[src/rtl/seq_acesso_regs_if.sv]
// Register-bank access bundle: instruction handshake from the decoder plus the
// 8x8 bank read/write port.
//
// Handshake: an instruction transfers on a rising clk edge where instr_valid
// and instr_ready are both high; instr_ready depends only on the sequencer state
// (never on instr_valid), and the instruction fields only need to be stable in
// that transfer cycle.
interface seq_acesso_regs_if #(
    parameter int DATA_W = 8,
    parameter int ADDR_W = 3
);
    // instruction handshake
    logic              instr_valid;
    logic              instr_ready;
    logic [2:0]        instr_op;
    logic [ADDR_W-1:0] instr_rd;
    logic [ADDR_W-1:0] instr_rs1;
    logic [ADDR_W-1:0] instr_rs2;
    logic [DATA_W-1:0] instr_imm;

    // register bank port
    logic [ADDR_W-1:0] addR1;
    logic [ADDR_W-1:0] addR2;
    logic [DATA_W-1:0] dadoR1;
    logic [DATA_W-1:0] dadoR2;
    logic [ADDR_W-1:0] addWr;
    logic [DATA_W-1:0] dadoWr;
    logic              wrEn;

    // status
    logic              done;
    logic              flag_z;
    logic              flag_c;

    // sequencer side
    modport master (
        input  instr_valid, instr_op, instr_rd, instr_rs1, instr_rs2, instr_imm,
        output instr_ready,
        output addR1, addR2, addWr, dadoWr, wrEn,
        input  dadoR1, dadoR2,
        output done, flag_z, flag_c
    );

    // decoder + register bank side
    modport slave (
        output instr_valid, instr_op, instr_rd, instr_rs1, instr_rs2, instr_imm,
        input  instr_ready,
        input  addR1, addR2, addWr, dadoWr, wrEn,
        output dadoR1, dadoR2,
        input  done, flag_z, flag_c
    );
endinterface

[src/rtl/seq_acesso_regs.sv]
// Register-to-register instruction sequencer for the Nano datapath.
// Takes one instruction at a time from the decoder, reads its operands from
// the 8x8 register bank (1-cycle registered read), runs them through a small
// ALU and writes the result back, then pulses done and updates the Z/C flags.
// Sequence: IDLE -> READ -> EXEC -> WB -> IDLE (LDI skips to WB, CMP skips WB).
module seq_acesso_regs #(
    parameter int DATA_W = 8,
    parameter int ADDR_W = 3
) (
    input  logic              clk,
    input  logic              rst,
    seq_acesso_regs_if.master bus,
    output logic [1:0]        state_dbg
);

    localparam logic [2:0] OP_ADD = 3'd0;
    localparam logic [2:0] OP_SUB = 3'd1;
    localparam logic [2:0] OP_AND = 3'd2;
    localparam logic [2:0] OP_OR  = 3'd3;
    localparam logic [2:0] OP_XOR = 3'd4;
    localparam logic [2:0] OP_MOV = 3'd5;
    localparam logic [2:0] OP_LDI = 3'd6;
    localparam logic [2:0] OP_CMP = 3'd7;

    typedef enum logic [1:0] {
        S_IDLE = 2'd0,
        S_READ = 2'd1,
        S_EXEC = 2'd2,
        S_WB   = 2'd3
    } state_t;

    state_t state, state_nxt;

    // latched instruction fields (rs1/rs2 live directly in the address registers)
    logic [2:0]        op_q;
    logic [ADDR_W-1:0] rd_q;

    // registered outputs and their next values
    logic [ADDR_W-1:0] addr1_q,  addr1_nxt;
    logic [ADDR_W-1:0] addr2_q,  addr2_nxt;
    logic [ADDR_W-1:0] addwr_q,  addwr_nxt;
    logic [DATA_W-1:0] dadowr_q, dadowr_nxt;
    logic              wren_q,   wren_nxt;
    logic              done_q,   done_nxt;
    logic              flag_z_q, flag_z_nxt;
    logic              flag_c_q, flag_c_nxt;

    // flags of the result sitting in WB, published on the done edge
    logic              res_z_q,  res_z_nxt;
    logic              res_c_q,  res_c_nxt;

    // ALU
    logic [DATA_W:0]   sum_w;
    logic [DATA_W-1:0] alu_r;
    logic              alu_c;
    logic              alu_z;

    logic              accept;

    assign accept    = (state == S_IDLE) && bus.instr_valid;
    assign state_dbg = state;

    // ready is purely a function of state, and never high while reset is held
    assign bus.instr_ready = (state == S_IDLE) && rst;

    assign bus.addR1  = addr1_q;
    assign bus.addR2  = addr2_q;
    assign bus.addWr  = addwr_q;
    assign bus.dadoWr = dadowr_q;
    assign bus.wrEn   = wren_q;
    assign bus.done   = done_q;
    assign bus.flag_z = flag_z_q;
    assign bus.flag_c = flag_c_q;

    // state register; reset drops any in-flight instruction on the spot
    always_ff @(posedge clk or negedge rst) begin
        if (!rst) begin
            state <= S_IDLE;
        end else begin
            state <= state_nxt;
        end
    end

    // next-state logic
    always_comb begin
        state_nxt = state;
        case (state)
            S_IDLE: begin
                if (bus.instr_valid) begin
                    state_nxt = (bus.instr_op == OP_LDI) ? S_WB : S_READ;
                end
            end
            S_READ:  state_nxt = S_EXEC;
            S_EXEC:  state_nxt = (op_q == OP_CMP) ? S_IDLE : S_WB;
            S_WB:    state_nxt = S_IDLE;
            default: state_nxt = S_IDLE;
        endcase
    end

    // ALU on the bank read data, valid during EXEC; everything wraps mod 2^DATA_W
    always_comb begin
        sum_w = {1'b0, bus.dadoR1} + {1'b0, bus.dadoR2};
        alu_r = '0;
        alu_c = 1'b0;
        case (op_q)
            OP_ADD: begin
                alu_r = sum_w[DATA_W-1:0];
                alu_c = sum_w[DATA_W];
            end
            OP_SUB, OP_CMP: begin
                alu_r = bus.dadoR1 - bus.dadoR2;
                alu_c = (bus.dadoR1 < bus.dadoR2);
            end
            OP_AND:  alu_r = bus.dadoR1 & bus.dadoR2;
            OP_OR:   alu_r = bus.dadoR1 | bus.dadoR2;
            OP_XOR:  alu_r = bus.dadoR1 ^ bus.dadoR2;
            OP_MOV:  alu_r = bus.dadoR1;
            default: alu_r = bus.dadoR1;
        endcase
        alu_z = (alu_r == '0);
    end

    // next values of the registered outputs, per state
    always_comb begin
        addr1_nxt  = addr1_q;
        addr2_nxt  = addr2_q;
        addwr_nxt  = addwr_q;
        dadowr_nxt = dadowr_q;
        wren_nxt   = 1'b0;
        done_nxt   = 1'b0;
        flag_z_nxt = flag_z_q;
        flag_c_nxt = flag_c_q;
        res_z_nxt  = res_z_q;
        res_c_nxt  = res_c_q;
        case (state)
            S_IDLE: begin
                if (accept) begin
                    if (bus.instr_op == OP_LDI) begin
                        // immediate goes straight to write-back
                        wren_nxt   = 1'b1;
                        addwr_nxt  = bus.instr_rd;
                        dadowr_nxt = bus.instr_imm;
                        res_z_nxt  = (bus.instr_imm == '0);
                        res_c_nxt  = 1'b0;
                    end else begin
                        // present operand addresses; bank samples them next edge
                        addr1_nxt = bus.instr_rs1;
                        addr2_nxt = bus.instr_rs2;
                    end
                end
            end
            S_READ: begin
                // bank read in flight
            end
            S_EXEC: begin
                res_z_nxt = alu_z;
                res_c_nxt = alu_c;
                if (op_q == OP_CMP) begin
                    // compare only retires: flags, no write
                    done_nxt   = 1'b1;
                    flag_z_nxt = alu_z;
                    flag_c_nxt = alu_c;
                end else begin
                    wren_nxt   = 1'b1;
                    addwr_nxt  = rd_q;
                    dadowr_nxt = alu_r;
                end
            end
            S_WB: begin
                done_nxt   = 1'b1;
                flag_z_nxt = res_z_q;
                flag_c_nxt = res_c_q;
            end
            default: begin
            end
        endcase
    end

    // output and result registers; async reset also kills a pending wrEn
    always_ff @(posedge clk or negedge rst) begin
        if (!rst) begin
            addr1_q  <= '0;
            addr2_q  <= '0;
            addwr_q  <= '0;
            dadowr_q <= '0;
            wren_q   <= 1'b0;
            done_q   <= 1'b0;
            flag_z_q <= 1'b0;
            flag_c_q <= 1'b0;
            res_z_q  <= 1'b0;
            res_c_q  <= 1'b0;
        end else begin
            addr1_q  <= addr1_nxt;
            addr2_q  <= addr2_nxt;
            addwr_q  <= addwr_nxt;
            dadowr_q <= dadowr_nxt;
            wren_q   <= wren_nxt;
            done_q   <= done_nxt;
            flag_z_q <= flag_z_nxt;
            flag_c_q <= flag_c_nxt;
            res_z_q  <= res_z_nxt;
            res_c_q  <= res_c_nxt;
        end
    end

    // capture opcode and destination when an instruction is accepted
    always_ff @(posedge clk or negedge rst) begin
        if (!rst) begin
            op_q <= OP_ADD;
            rd_q <= '0;
        end else if (accept) begin
            op_q <= bus.instr_op;
            rd_q <= bus.instr_rd;
        end
    end

endmodule

[src/flat_wrapper.sv]
// flat-port wrapper written by rule: the top's interface ports become plain ports
module seq_acesso_regs_flat 
#(
    parameter int DATA_W = 8,
    parameter int ADDR_W = 3
)
  (clk, rst, state_dbg, bus_instr_valid, bus_instr_op, bus_instr_rd, bus_instr_rs1, bus_instr_rs2, bus_instr_imm, bus_instr_ready, bus_addR1, bus_addR2, bus_addWr, bus_dadoWr, bus_wrEn, bus_dadoR1, bus_dadoR2, bus_done, bus_flag_z, bus_flag_c);
  seq_acesso_regs_if #(.DATA_W(DATA_W), .ADDR_W(ADDR_W)) bus_i ();
  input  logic clk;
  input  logic rst;
  output logic [1:0] state_dbg;
  input wire logic [$bits(bus_i.instr_valid)-1:0] bus_instr_valid;
  input wire logic [$bits(bus_i.instr_op)-1:0] bus_instr_op;
  input wire logic [$bits(bus_i.instr_rd)-1:0] bus_instr_rd;
  input wire logic [$bits(bus_i.instr_rs1)-1:0] bus_instr_rs1;
  input wire logic [$bits(bus_i.instr_rs2)-1:0] bus_instr_rs2;
  input wire logic [$bits(bus_i.instr_imm)-1:0] bus_instr_imm;
  output wire logic [$bits(bus_i.instr_ready)-1:0] bus_instr_ready;
  output wire logic [$bits(bus_i.addR1)-1:0] bus_addR1;
  output wire logic [$bits(bus_i.addR2)-1:0] bus_addR2;
  output wire logic [$bits(bus_i.addWr)-1:0] bus_addWr;
  output wire logic [$bits(bus_i.dadoWr)-1:0] bus_dadoWr;
  output wire logic [$bits(bus_i.wrEn)-1:0] bus_wrEn;
  input wire logic [$bits(bus_i.dadoR1)-1:0] bus_dadoR1;
  input wire logic [$bits(bus_i.dadoR2)-1:0] bus_dadoR2;
  output wire logic [$bits(bus_i.done)-1:0] bus_done;
  output wire logic [$bits(bus_i.flag_z)-1:0] bus_flag_z;
  output wire logic [$bits(bus_i.flag_c)-1:0] bus_flag_c;
  assign bus_i.instr_valid = bus_instr_valid;
  assign bus_i.instr_op = bus_instr_op;
  assign bus_i.instr_rd = bus_instr_rd;
  assign bus_i.instr_rs1 = bus_instr_rs1;
  assign bus_i.instr_rs2 = bus_instr_rs2;
  assign bus_i.instr_imm = bus_instr_imm;
  assign bus_instr_ready = bus_i.instr_ready;
  assign bus_addR1 = bus_i.addR1;
  assign bus_addR2 = bus_i.addR2;
  assign bus_addWr = bus_i.addWr;
  assign bus_dadoWr = bus_i.dadoWr;
  assign bus_wrEn = bus_i.wrEn;
  assign bus_i.dadoR1 = bus_dadoR1;
  assign bus_i.dadoR2 = bus_dadoR2;
  assign bus_done = bus_i.done;
  assign bus_flag_z = bus_i.flag_z;
  assign bus_flag_c = bus_i.flag_c;
  seq_acesso_regs #(.DATA_W(DATA_W), .ADDR_W(ADDR_W)) u_core (.clk(clk), .rst(rst), .bus(bus_i), .state_dbg(state_dbg));
endmodule
[config.mk]
export PLATFORM = sky130hd
export DESIGN_NAME = seq_acesso_regs_flat
export DESIGN_NICKNAME = d
export VERILOG_FILES = /design/src/rtl/seq_acesso_regs_if.sv /design/src/rtl/seq_acesso_regs.sv /design/src/flat_wrapper.sv
export SDC_FILE = /design/constraint.sdc
export NUM_CORES = 1
export LEC_CHECK = 0
export CAP_MARGIN = 15
export CORE_AREA = 10 10 88 90
export CTS_BUF_LIST = sky130_fd_sc_hd__clkbuf_8
export DETAILED_ROUTE_END_ITERATION = 8
export DIE_AREA = 0 0 98 100
export GPL_TIMING_DRIVEN = 1
export PLACE_DENSITY_LB_ADDON = 0.12
export SETUP_SLACK_MARGIN = 0.4
export SLEW_MARGIN = 15
export SYNTH_ARGS = -nofsm -noshare
export SYNTH_HDL_FRONTEND = slang
export SYNTH_SLANG_ARGS = --single-unit
[constraint.sdc]
create_clock -name clk -period 1.87 [get_ports clk]
set_input_delay 0.187 -clock clk [delete_from_list [all_inputs] [get_ports clk]]
set_output_delay 0.187 -clock clk [all_outputs]
set_load 0.02 [all_outputs]
==> run summary, run 1 <==
The tools report the aggregate global routing overflow as 0. The worst-case IR drop observed on VDD is 1.01 mV. The number of different library cells used by synthesis comes to 65.

The finished layout holds 554 standard cells, fillers aside. Across the routed clock network, the largest skew measured is 3.66 ps. The total area inside the core boundary comes to 0.00613 sq mm.

Summed over all nets, the half-perimeter wirelength after detailed placement is 7.12 mm. The final worst slack was -204 ps. The synthesized design contains 31 register bits.

The number of hold-slack violations in the final timing report is 0. In this run the most used layer during global routing was met2. In this run, synthesis inferred 0 flip-flops with an integrated enable. The number of remaining DRC errors came out at 0.

The met1 usage is 0.224. The prevailing post-synth register cell was dfrtp_1. The yosys synthesis warning count was 0. The run finished, with violations left. The normalized max-slew margin came out at 0.733. The checks that failed: negative setup slack.

Kind of critical path: flop to flop. The endpoint identified for the worst register-to-register timing path is u_core.bus.dadoWr[7]. For this design the top-level I/O count stands at 63.

The tools report the clock share of power as 0.074. STA classifies the critical path startpoint as a flop. The tools report the count of final max-slew check failures as 0. For the met2 demand-to-capacity share in global routing, the log shows 0.339. Setup slack on the worst reg-to-reg path comes out at -200 ps. Synthesis produced a netlist whose cell count is 312.

At the end of routability-driven placement, the weighted congestion stood at 0.916. The post-synthesis area per instance is 8.88 sq um, and the synthesis-to-layout area growth is 78.0%. The number of endpoints failing setup at the final stage was 9; the time the worst path needs with I/O delays and setup was 2070 ps. After clock tree synthesis, the flow added hold-fix buffers numbering 0. The die is 98 microns wide. The fraction of post-synthesis cell area in the top cell type by area works out to 0.280. For the pin with the worst max-slew slack, the measured transition is 400 ps.

The pin count of the biggest net entering global routing was 32; the utilization after layout was 0.804. The final period utilization was 1.11. The tightest min-delay check is of the input port to async pin type.

The share of power burned in registers is 0.179. The top cell types in the final layout, fill and taps aside, are 90 x buf_4, 36 x clkdlybuf4s50_1, 27 x dfrtp_1. In this run the cell area measured after placement is 0.00417 sq mm. The logs give 31 for the count of clock tree sinks and 2040 ps for the required time of the critical path.

The synthesized design spends more area on one cell type than any other, namely dfrtp_1. The tools report the share of synthesized area occupied by flip-flops and latches as 0.280. Power spread over the standard cell area amounts to 1460 mW/mm^2. The instance count after placement with tap cells included is 515. The number of global-route vias before repair is 3211. The switching portion of total power works out to 0.434.

The number of violations of the max-capacitance limit is 0, and the proportion of layout cells with a drive suffix above 1 is 0.493. The logs give 0 for the initial antenna violation count and 0.00980 sq mm for the full die area. Data on the critical path arrives at its endpoint at 2240 ps.

The initial core utilization was 0.452. After synthesis, the cell types taking the most area are dfrtp_1 28%, ha_1 11%, a21oi_1 4.9%. Static timing analysis puts the maximum clock frequency at 482 MHz. The detailed router finished its first iteration with 150 violations.

The via count is 3077. The vertical die dimension works out to 100 microns. The clock transition at the registers of the reported paths came out at 60 ps. The run gives 0.0364 as the met3 capacity usage during global routing. The internal portion of the total power is 4.07 mW.

After detailed routing, the total wire length is 9.99 mm. The first global-routing pass estimated 15.9 mm of wire. The count of buffers added on input and output ports is 62. The element type at the critical path end was a flop. The tools report the leakage power summed over all cells as 2.24 nW.

The total track usage came out at 0.191. CTS placed an instance of clkbuf_8 at the clock tree root. Clock insertion delay at the later pin of the skew report: 280 ps. The fraction of synthesis flops using an asynchronous set or reset pin works out to 1.00.

Number of H-tree levels: 2. After routing the design area is 0.00493 sq mm. The maximum fanout count along the critical path works out to 6. Largest buffer count on any clock path: 2. TritonCTS built the clock tree. The most frequent standard cell in the layout excluding fill and tap cells was buf_4. Summed over all nets, the switching power comes to 3.12 mW. The post-synthesis instance area was 0.00277 sq mm; the average wire per cell in the routed design was 18.0 microns.

TritonCTS created 5 clock buffers. After the last flow step, the layout net total stands at 542. Proportion of power drawn by combinational gates: 0.747.

Setup repair after global routing could not meet its margin everywhere. The antenna cell count is 0, and the number of nets with antenna violations after routing is 0. The run gives 377 as the net count of the mapped netlist. For this run, the detailed router's first-pass iteration total came to 5.

The row count is 29, and the depth of the worst register-to-register path is 8. Via density per instance: 5.55. The startpoint identified for the worst register-to-register timing path is u_core.op_q[1].
-- sequential cells by signal, summed over array words and instances (netlist names) --
name,count
u_core.bus.dadoWr,8
u_core.bus.addR1,3
u_core.bus.addR2,3
u_core.bus.addWr,3
u_core.op_q,3
u_core.rd_q,3
u_core.state_dbg,2
u_core.bus.done,1
u_core.bus.flag_c,1
u_core.bus.flag_z,1
u_core.bus.wrEn,1
u_core.res_c_q,1
u_core.res_z_q,1
-- cells in the mapped netlist (4+ instances only) --
master    count
o211ai_1      9
o21ai_0      14
dfrtp_1      31
inv_1        28
nand3_1       6
nor3_1        4
a21oi_1      27
ha_1         24
o21a_1        4
mux2_2       11
and2_1        6
mux2i_1       5
o21ai_1       6
nor2_1       25
o22ai_1       4
o221ai_1      4
buf_6         5
buf_2         7
nand2_1      17
nand2b_1      4
-- cell type report --
type	count	area, sq um
multi-input combinational	234	2250
timing repair buffer	176	1600
fill	378	1200
sequential	31	781
inverter	29	121
tap	77	96.3
clock buffer	6	82.6
clock inverter	1	5.00
-- how the worst max path moves through the flow --
stage | start | end | slack [ps] | cells after the start
after CTS | bus_dadoR1[0] | u_core.bus.flag_c | -160 | 12
after global placement | bus_dadoR1[0] | u_core.bus.flag_c | -790 | 12
after global routing | bus_dadoR2[1] | u_core.bus.flag_z | -310 | 11
final | u_core.op_q[1] | u_core.bus.dadoWr[7] | -200 | 8
after floorplan | bus_dadoR2[0] | u_core.bus.flag_z | -20 | 9
after detailed placement | bus_dadoR1[0] | u_core.res_z_q | -860 | 12
-- routing by layer --
layer,wire length (microns),vias up
li1,-,1461
met4,276,0
met5,0,-
met3,624,25
met2,5030,125
met1,4070,1466
-- through the flow --
step	TNS [ps]	power, mW	hold slack [ps]	setup WS [ps]
floorplan	-65.1	3.76	-109	-21.4
global placement	-8160	5.37	475	-786
detailed placement	-8650	5.44	481	-857
CTS	-864	6.75	338	-162
global route	-2300	7.62	376	-310
finish	-1110	7.19	316	-204
-- worst max-delay path, stage by stage (launching register included) --
cell and delay, ps:
dfrtp_2 490, buf_4 170, o22a_1 180, o221ai_2 200, o211ai_1 130, a211o_1 330, o221ai_4 110, o21ai_2 90
mux2_4 260
-- power groups by stage --
stage / registers, mW / clock network [mW] / logic, mW
6_report: 1.29 / 0.532 / 5.37
5_1_grt: 1.32 / 0.570 / 5.73
4_1_cts: 1.26 / 0.538 / 4.95
3_5_place_dp: 1.28 / 0 / 4.17
3_3_place_gp: 1.26 / 0 / 4.11
2_1_floorplan: 1.49 / 0 / 2.27
-- kinds of logic after synthesis --
kind of cell	count (synthesis)	synth area share
DFF	31	0.280
and+or+nand+nor	82	0.157
muxes	18	0.0763
adders and majority gates	26	0.123
AOI/OAI and AO/OA	104	0.265
buffers and inverters	47	0.0844
xor gates and xnor gates	4	0.0154
-- repair_timing --
action / CTS / global route
endpoints found under the setup margin: 29 / 32
resized for setup: 114 / 36
pin swaps: 43 / 15
gates cloned: 2 / 2
setup buffers: 21 / 7
(Power assumes the default switching activity.)
==> run 2, diff against run 1 <==
--- a/config.mk
+++ b/config.mk
@@ -5,7 +5,6 @@
 export SDC_FILE = /design/constraint.sdc
 export NUM_CORES = 1
 export LEC_CHECK = 0
-export CAP_MARGIN = 15
 export CORE_AREA = 10 10 88 90
 export CTS_BUF_LIST = sky130_fd_sc_hd__clkbuf_8
 export DETAILED_ROUTE_END_ITERATION = 8
==> results of run 2 <==
No change in the layout: final DEF, timing and power equal those of run 1.
